<file path="config.mk">
export PLATFORM = sky130hd
export DESIGN_NAME = fuzz_report_collector
export DESIGN_NICKNAME = d
export VERILOG_FILES = /design/src/rtl/fuzz_report_pkg.sv /design/src/rtl/fuzz_report_fifo.sv /design/src/rtl/fuzz_report_collector.sv
export SDC_FILE = /design/constraint.sdc
export NUM_CORES = 1
export LEC_CHECK = 0
export ABC_CLOCK_PERIOD_IN_PS = 5600
export CAP_MARGIN = 5
export CORE_AREA = 10 10 480 482
export CTS_BUF_LIST = sky130_fd_sc_hd__clkbuf_8 sky130_fd_sc_hd__clkbuf_16
export CTS_CLUSTER_DIAMETER = 80
export DETAILED_ROUTE_END_ITERATION = 16
export DIE_AREA = 0 0 490 492
export GPL_TIMING_DRIVEN = 0
export MAX_ROUTING_LAYER = met4
export PLACE_DENSITY = 0.4
export REMOVE_ABC_BUFFERS = 1
export SETUP_SLACK_MARGIN = 0.02
export SLEW_MARGIN = 20
export SYNTH_ARGS = -nofsm -noshare
export SYNTH_HDL_FRONTEND = slang
export SYNTH_SLANG_ARGS = --single-unit
export TNS_END_PERCENT = 100
</file>
<file path="constraint.sdc">
create_clock -name clk -period 5.6 [get_ports clk]
set_clock_uncertainty 0.2 [all_clocks]
set_input_delay 0.84 -clock clk [delete_from_list [all_inputs] [get_ports clk]]
set_output_delay 0.84 -clock clk [all_outputs]
set_load 0.1 [all_outputs]
</file>
<file path="src/rtl/fuzz_report_pkg.sv">
// rtl/fuzz_report_pkg.sv - shared constants, state codes and report entry type for the fuzz report collector
package fuzz_report_pkg;
    localparam logic [31:0] REPORT_ADDR_DEFAULT = 32'h8000_0000;

    localparam logic [15:0] CLS_CRASH = 16'hDEAD;
    localparam logic [15:0] CLS_HANG  = 16'hBEEF;
    localparam logic [15:0] CLS_OVF   = 16'hC0DE;
    localparam logic [15:0] CLS_MISM  = 16'hFFFF;

    localparam logic [1:0] ST_IDLE    = 2'd0;
    localparam logic [1:0] ST_CAPTURE = 2'd1;
    localparam logic [1:0] ST_ACK     = 2'd2;

    // Wide enough for any practical satellite count; the top truncates to its own id width.
    localparam int SAT_ID_MAX_W = 8;

    typedef struct packed {
        logic [SAT_ID_MAX_W-1:0] sat_id;
        logic [31:0]             status;
    } rpt_entry_t;
endpackage

</file>
<file path="src/rtl/fuzz_report_fifo.sv">
// rtl/fuzz_report_fifo.sv - synchronous first-word-fall-through FIFO with full, empty and level
module fuzz_report_fifo #(
    parameter int DEPTH = 8,
    parameter int WIDTH = 40,
    localparam int AW = $clog2(DEPTH)
) (
    input  logic             clk,
    input  logic             rst,
    input  logic             push,
    input  logic [WIDTH-1:0] din,
    input  logic             pop,
    output logic [WIDTH-1:0] dout,
    output logic             full,
    output logic             empty,
    output logic [AW:0]      level
);
    logic [WIDTH-1:0] mem [DEPTH];
    logic [AW-1:0]    wr_ptr;
    logic [AW-1:0]    rd_ptr;
    logic             do_push;
    logic             do_pop;

    assign full    = (level == (AW+1)'(DEPTH));
    assign empty   = (level == '0);
    assign do_push = push & ~full;
    assign do_pop  = pop & ~empty;
    assign dout    = mem[rd_ptr];

    always_ff @(posedge clk or posedge rst) begin
        if (rst) begin
            wr_ptr <= '0;
            rd_ptr <= '0;
            level  <= '0;
        end else begin
            if (do_push) wr_ptr <= wr_ptr + 1'b1;
            if (do_pop)  rd_ptr <= rd_ptr + 1'b1;
            case ({do_push, do_pop})
                2'b10:   level <= level + 1'b1;
                2'b01:   level <= level - 1'b1;
                default: level <= level;
            endcase
        end
    end

    always_ff @(posedge clk) begin
        if (do_push) mem[wr_ptr] <= din;
    end
endmodule

</file>
<file path="src/rtl/fuzz_report_collector.sv">
// rtl/fuzz_report_collector.sv - round-robin satellite report collector feeding a host FIFO
// Per-class statistics counters are built only when FUZZ_COLLECT_STATS_EN is defined.
module fuzz_report_collector
    import fuzz_report_pkg::*;
#(
    parameter int NUM_SAT      = 4,
    parameter int ADDR_WIDTH   = 32,
    parameter int EXT_RW_WIDTH = 256,
    parameter int FIFO_DEPTH   = 8,
    parameter logic [ADDR_WIDTH-1:0] REPORT_ADDR = ADDR_WIDTH'(REPORT_ADDR_DEFAULT),
    parameter int CNT_WIDTH    = 16,
    localparam int SID_W = (NUM_SAT > 1) ? $clog2(NUM_SAT) : 1,
    localparam int LVL_W = $clog2(FIFO_DEPTH) + 1
) (
    input  logic                            clk,
    input  logic                            rst,
    input  logic [NUM_SAT-1:0]              sat_req,
    input  logic [NUM_SAT-1:0]              sat_we,
    input  logic [NUM_SAT*ADDR_WIDTH-1:0]   sat_addr_write,
    input  logic [NUM_SAT*EXT_RW_WIDTH-1:0] sat_wdata,
    output logic [NUM_SAT-1:0]              sat_write_done,
    output logic                            rpt_valid,
    input  logic                            rpt_ready,
    output logic [SID_W-1:0]                rpt_sat_id,
    output logic [31:0]                     rpt_status,
    output logic [LVL_W-1:0]                fifo_level,
    input  logic                            stats_clr,
    output logic [CNT_WIDTH-1:0]            cnt_crash,
    output logic [CNT_WIDTH-1:0]            cnt_hang,
    output logic [CNT_WIDTH-1:0]            cnt_ovf,
    output logic [CNT_WIDTH-1:0]            cnt_mism
);
    localparam logic [SID_W-1:0] LAST_SID = SID_W'(NUM_SAT - 1);

    logic [1:0]         state;
    logic [SID_W-1:0]   rr_ptr;
    logic [SID_W-1:0]   grant;
    logic [SID_W-1:0]   next_grant;
    logic               found;
    logic [31:0]        status;
    logic [NUM_SAT-1:0] armed;
    logic [NUM_SAT-1:0] pend;
    logic [31:0]        word      [NUM_SAT];
    logic [31:0]        last_word [NUM_SAT];
    logic               fifo_full;
    logic               fifo_empty;
    rpt_entry_t         push_entry;
    rpt_entry_t         head;

    always_comb begin
        pend = '0;
        for (int i = 0; i < NUM_SAT; i++) begin
            word[i] = sat_wdata[i*EXT_RW_WIDTH +: 32];
            pend[i] = sat_req[i] & sat_we[i] & armed[i]
                    & (sat_addr_write[i*ADDR_WIDTH +: ADDR_WIDTH] == REPORT_ADDR);
        end
    end

    // First pending channel at or after rr_ptr, wrapping modulo NUM_SAT.
    always_comb begin
        int idx;
        found      = 1'b0;
        next_grant = rr_ptr;
        idx        = 0;
        for (int k = 0; k < NUM_SAT; k++) begin
            idx = int'(rr_ptr) + k;
            if (idx >= NUM_SAT) idx = idx - NUM_SAT;
            if (!found && pend[idx]) begin
                found      = 1'b1;
                next_grant = SID_W'(idx);
            end
        end
    end

    always_ff @(posedge clk or posedge rst) begin
        if (rst) begin
            state  <= ST_IDLE;
            grant  <= '0;
            status <= '0;
            rr_ptr <= '0;
        end else begin
            case (state)
                ST_IDLE: begin
                    if (found && !fifo_full) begin
                        grant  <= next_grant;
                        status <= word[next_grant];
                        state  <= ST_CAPTURE;
                    end
                end
                ST_CAPTURE: state <= ST_ACK;
                ST_ACK: begin
                    rr_ptr <= (grant == LAST_SID) ? '0 : grant + 1'b1;
                    state  <= ST_IDLE;
                end
                default: state <= ST_IDLE;
            endcase
        end
    end

    // A channel disarms on acceptance and re-arms on a req gap or a new status word.
    always_ff @(posedge clk or posedge rst) begin
        if (rst) begin
            armed <= '1;
            for (int i = 0; i < NUM_SAT; i++) last_word[i] <= '0;
        end else begin
            for (int i = 0; i < NUM_SAT; i++) begin
                if (state == ST_ACK && grant == SID_W'(i)) begin
                    armed[i]     <= 1'b0;
                    last_word[i] <= status;
                end else if (!sat_req[i] || word[i] != last_word[i]) begin
                    armed[i] <= 1'b1;
                end
            end
        end
    end

    always_comb begin
        sat_write_done = '0;
        if (state == ST_ACK) sat_write_done[grant] = 1'b1;
    end

    assign push_entry.sat_id = SAT_ID_MAX_W'(grant);
    assign push_entry.status = status;

    fuzz_report_fifo #(
        .DEPTH (FIFO_DEPTH),
        .WIDTH ($bits(rpt_entry_t))
    ) u_fifo (
        .clk   (clk),
        .rst   (rst),
        .push  (state == ST_CAPTURE),
        .din   (push_entry),
        .pop   (rpt_ready),
        .dout  (head),
        .full  (fifo_full),
        .empty (fifo_empty),
        .level (fifo_level)
    );

    assign rpt_valid  = ~fifo_empty;
    assign rpt_sat_id = head.sat_id[SID_W-1:0];
    assign rpt_status = head.status;

`ifdef FUZZ_COLLECT_STATS_EN
    always_ff @(posedge clk or posedge rst) begin
        if (rst || stats_clr) begin
            cnt_crash <= '0;
            cnt_hang  <= '0;
            cnt_ovf   <= '0;
            cnt_mism  <= '0;
        end else if (state == ST_CAPTURE) begin
            case (status[31:16])
                CLS_CRASH: if (cnt_crash != '1) cnt_crash <= cnt_crash + 1'b1;
                CLS_HANG:  if (cnt_hang  != '1) cnt_hang  <= cnt_hang  + 1'b1;
                CLS_OVF:   if (cnt_ovf   != '1) cnt_ovf   <= cnt_ovf   + 1'b1;
                CLS_MISM:  if (cnt_mism  != '1) cnt_mism  <= cnt_mism  + 1'b1;
                default: ;
            endcase
        end
    end
`else
    assign cnt_crash = '0;
    assign cnt_hang  = '0;
    assign cnt_ovf   = '0;
    assign cnt_mism  = '0;
`endif
endmodule

</file>
### After elaboration in Yosys (flattened, before gate mapping)

Memories as Yosys holds them, arrays and structs flattened.
Index checks and enable logic that the tools add are counted.

| storage, ports and cells | value |
|---|---|
| flip-flop bits (word level) | 180 |
| RAM bits | 272 |
| input port bits | 1164 |
| word-level logic and storage cells | 147 |
| memories | 1 |

| operators by class | value |
|---|---|
| add/subtract/negate cells | 12 |
| $lt $le $gt $ge | 11 |
| equality and inequality tests | 17 |
| mux-type cells | 44 |
| bitwise operators | 17 |
| reduce and logical (&&, ||, !) cells | 30 |

Memories:

| memory | words | bits a word | read ports | clocked after Yosys merged registers in | write ports | RTL line | RTL |
|---|---|---|---|---|---|---|---|
| u_fifo.mem | 8 | 34 | 1 | 0 | 1 | fuzz_report_fifo.sv:17 | `logic [WIDTH-1:0] mem [DEPTH];` |

Operators by type and width:

| cell | number |
|---|---|
| $mux W32 | 6 |
| $eq A32 B32 Y1 const B | 4 |
| $lt A32 B4 Y1 const B | 4 |
| $ne A32 B32 Y1 | 4 |
| $bmux W32 S2 | 1 |
| $mux W1 | 23 |
| $and A1 B1 Y1 | 14 |
| $ge A3 B3 Y1 const B | 4 |
| $mux W2 | 6 |
| $sub A3 B3 Y4 const B | 3 |
| $reduce_bool A2 Y1 | 5 |
| $logic_and A1 B1 Y1 | 9 |
| $bmux W1 S2 | 4 |
| $eq A2 B2 Y1 const B | 4 |
| $logic_not A1 Y1 | 8 |
| $pmux W4 S2 | 1 |
| $add A2 B2 Y3 const B | 2 |
| $add A3 B1 Y3 const B | 2 |
| $eq A2 B1 Y1 const B | 3 |
| $add A4 B1 Y4 const B | 1 |
| $eq A4 B4 Y1 const B | 1 |
| $logic_not A2 Y1 | 2 |
| $logic_not A4 Y1 | 1 |
| $logic_or A1 B1 Y1 | 4 |
| 14 further kinds | 15 |

### Depth between registers and ports, before layout

| logic depth | value |
|---|---|
| word-level depth | 20 |
| gate-level depth with buffers | 10 |
| mapped depth without buffers | 10 |

### By module

Synthesis repeated with hierarchy kept, for this count alone.

| second synthesis, totals | value |
|---|---|
| cells, all modules | 1329 |
| area total of the unflattened synthesis | 22585.4 um2 |

Modules (own cells, without submodules):

| module | times used | cells each | area an instance (um2) | seq. area each (um2) |
|---|---|---|---|---|
| fuzz_report_fifo | 1 | 531 | 12964.9 | 9859.5 |
| fuzz_report_collector | 1 | 798 | 9620.5 | 4259.1 |

### Worst setup path after synthesis

No wires, ideal clock.

| path | value |
|---|---|
| path kind | register to register |
| start | register u_fifo.level[0] |
| end | memory u_fifo.mem[0][0] (netlist name) (enable) |
| library setup time | 0.467 ns |
| arrival | 3.992 ns |
| data required time | 4.933 ns |
| setup slack | 0.941 ns |
| cell stages (with the launch flop) | 5 |
| path buffers | 0 |
| clock period less this slack | 4.659 ns |
| cells stage by stage | dfrtp_1 -> nor4b_1 -> nor2b_1 -> nand2b_1 -> nor3_1 |

| on the way | value |
|---|---|
| word-level cells in the longest chain between the ends | 5 |

Ends and longest elaborated chain:

| element | RTL line | RTL |
|---|---|---|
| start: declaration | fuzz_report_fifo.sv:15 | `output logic [AW:0] level` |
| start signal: assignment | fuzz_report_fifo.sv:38 | `2'b10: level <= level + 1'b1;` |
| start signal: assignment | fuzz_report_fifo.sv:39 | `2'b01: level <= level - 1'b1;` |
| start signal: assignment | fuzz_report_fifo.sv:40 | `default: level <= level;` |
| $eq A4 B4 Y1 | fuzz_report_fifo.sv:23 | `assign full = (level == (AW+1)'(DEPTH));` |
| $not A1 Y1 | fuzz_report_fifo.sv:25 | `assign do_push = push & ~full;` |
| $and A1 B1 Y1 | fuzz_report_fifo.sv:25 |  |
| $mux W1 | fuzz_report_fifo.sv:46 | `if (do_push) mem[wr_ptr] <= din;` |
| $mux W1 (not written as such) | fuzz_report_fifo.sv:46 |  |
| end: declaration | fuzz_report_fifo.sv:17 |  |

No other way between the ends.

### Worst setup path in the final report

| path | value |
|---|---|
| start | register state[1] |
| end | output port sat_write_done[1] |

| on the way | value |
|---|---|
| word-level cells in the longest chain between the ends | 2 |

Ends and longest elaborated chain:

| element | RTL line | RTL |
|---|---|---|
| start: declaration | fuzz_report_collector.sv:35 | `logic [1:0] state;` |
| start signal: assignment | fuzz_report_collector.sv:77 | `state <= ST_IDLE;` |
| start signal: assignment | fuzz_report_collector.sv:87 | `state <= ST_CAPTURE;` |
| start signal: assignment | fuzz_report_collector.sv:90 | `ST_CAPTURE: state <= ST_ACK;` |
| $eq A2 B2 Y1 | fuzz_report_collector.sv:119 | `if (state == ST_ACK) sat_write_done[grant] = 1'b1;` |
| $mux W4 | fuzz_report_collector.sv:119 |  |
| end: declaration | fuzz_report_collector.sv:21 | `output logic [NUM_SAT-1:0] sat_write_done,` |

No other way between the ends.

==> results.tsv <==
metric	value	unit
outcome	completed	
timing_worst_slew_pin_value	1.16	ns
combPwrFrac	15.2	%
grt_usage	7.20	%
post-route-drc-count	0	
chipWidth	490	um
grt_pass1_wl	117000	um
antenna_left	0	
ys.flop_type	edfxtp_1	
internal_power	0.00616	W
power_frac_seq	43.6	%
viasPerCell	2.60	
cts_tree	yes	
finalSetupViolations	0	
dp_hpwl	70100	um
fin_crit_sh	94.0	%
cts_inserted_buffers	53	
yosysMostFrequentCell	edfxtp_1	
ys_top_cells_by_count	272 x edfxtp_1, 176 x dfrtp_1, 165 x mux2_2	
synth_top_area_share	40.2	%
drive_gt1_share	25.0	%
clock-root-buffer	clkbuf_16	
cts_resized	0	
drt_iter0_drc	676	
cts.htree.levels	2	
tns	0	ns
start_kind	register	
routed_wl	88200	um
io_pins	1271	
clk_latency	0.63	ns
min_period	5.26	ns
synth_top_area_cell	edfxtp_1	
area_delta_synth_final	44.4	%
coreArea	221000	um2
crit_buf_inv	3	
routedWlPerCell	19.0	um
path_cells	nor2b_1 > nand2_1 > inv_2 > buf_12 > clkdlybuf4s50_1	
p_leak	9.44	nW
first_global_vias	12628	
cp_slowest_cell	clkdlybuf4s50_1	
power.density	292	nW/um2
layout.cells.non_filler	4631	
dieArea	241000	um2
required	4.56	ns
clkTransAtPathRegs	0.06	ns
power	0.00857	W
post_cts_buffers	0	
grt_max_degree	81	
synth_seq_cells	452	
fin_nets	2774	
power_frac_clock	41.2	%
worstSetupEndpointType	output pin	
postSynthAreaPerCell	16.3	um2
synthTopCellsByArea	edfxtp_1 40%, dfrtp_1 22%, mux2_2 9.1%	
async_flop_share	39.8	%
initial_core_util	9.20	%
dr.pass1.iters	4	
dp.cells	4520	
vias	12038	
critPathTopFamily	buffers and inverters	
maxCapViolations	0	
vdd_drop_max	0.264	mV
place_congestion	0.743	
critPathMaxFanout	20	
ctsHoldBuffers	0	
synth_area	20300	um2
slew_headroom	21.6	%
hold_class	reg2reg	
fmax	0.190	GHz
rsz0062_at_grt	false	
synthDistinctLibCells	47	
p_sw_share	28.1	%
portBuffers	309	
clk_path_buf_depth	3	
cts_sinks	452	
rows	173	
antenna_found_initial	32	
max_stage_delay	1.19	ns
fp.dieH	492	um
hold_viol	0	
synth_edf_count	272	
syn_inst	1248	
p_switching	0.00241	W
grt.overflow.total	0	
drv_slew	0	
critPathKind	reg2out	
critPathArrivalTime	4.22	ns
ys_seq_area_share	62.4	%
yosysWarnings	0	
final timing paths:
check,cells after the start,startpoint,slack (ns),end
worst max-delay path,5,state[1],0.34,sat_write_done[1]
worst min-delay path,1,state[1],0.28,state[1]
worst max register to register,8,armed[2],1.14,status[23]
worst min register to register,1,state[1],0.28,state[1]
max in group asynchronous,3,rst,4.01,status[14]
min in group asynchronous,2,rst,0.42,status[23]
final cells by class:
class                           count  area, um2
Timing Repair Buffer              347       3820
Tap cell                         2975       3720
Fill cell                       24668     192000
Inverter                           15       63.8
Antenna cell                       12       30.0
Sequential cell                   452      12700
Clock inverter                     45        435
Multi-Input combinational cell    731       7240
Clock buffer                       54       1340
cell usage in the layout, fill, tap and decap left out, drive strengths merged, types with 41 or more instances in the layout:
master and count:
xnor2 41, mux2i 65, mux2 165, xor2 95
nand2 51, clkbuf 54, edfxtp 272, clkdlybuf4s50 308
conb 64, dfrtp 176, mux4 68, nor4 50
worst register-to-register path, delay by kind of cell, from the launching register on:
kind / cells / cell delay (ns)
buffers and inverters: 1 / 0.21
AND/OR/NAND/NOR: 5 / 2.29
flip-flops: 1 / 0.54
AO/OA/AOI/OAI: 2 / 1.11
cell families after synthesis:
logic type | Yosys count | share of synthesized area, %
other cells | 1 | 0.0184
buf+inv | 128 | 3.77
compound gates | 48 | 2.76
simple gates | 175 | 4.69
fa+ha+maj | 10 | 0.652
flops | 452 | 62.4
xor+xnor | 136 | 5.86
mux | 298 | 19.9
state kept, by name (all words and copies together) (netlist names), 3 cells and up:
signal / count
u_fifo.mem: 272
last_word: 128
status: 32
armed: 4
u_fifo.level: 4
u_fifo.rd_ptr: 3
u_fifo.wr_ptr: 3
metrics by stage:
| step | hold slack, ns | worst slack (ns) | utilization, % | cell area (um2) |
|---|---|---|---|---|
| final | 0.277 | 0.336 | 13.3 | 29300 |
| after global routing | 0.298 | 0.139 | 13.3 | 29300 |
| after CTS | 0.273 | 0.201 | 13.3 | 29300 |
| after detailed placement | 0.254 | -0.118 | 12.5 | 27500 |
| after global placement | 0.253 | -6.22 | 12.1 | 26700 |
| after floorplan | 0.226 | -1.16 | - | 19900 |
layer usage:
| metal | routed length, um | part of all wire [%] | global-route usage [%] |
|---|---|---|---|
| met1 | 40200 | 46 | 9.24 |
| met2 | 43100 | 49 | 12.0 |
| met3 | 3570 | 4.0 | 1.34 |
| met4 | 1290 | 1.5 | 1.20 |
| met5 | 0 | 0 | - |
power groups by stage:
stage | Clock, W | Combinational, W | Sequential [W]
2_1_floorplan | 0 | 0.000612 | 0.00393
5_1_grt | 0.00378 | 0.00138 | 0.00375
4_1_cts | 0.00365 | 0.00134 | 0.00375
3_5_place_dp | 0 | 0.00133 | 0.00381
3_3_place_gp | 0 | 0.00112 | 0.00400
6_report | 0.00354 | 0.00130 | 0.00373
Note: power is estimated with default switching activity, not from simulation.
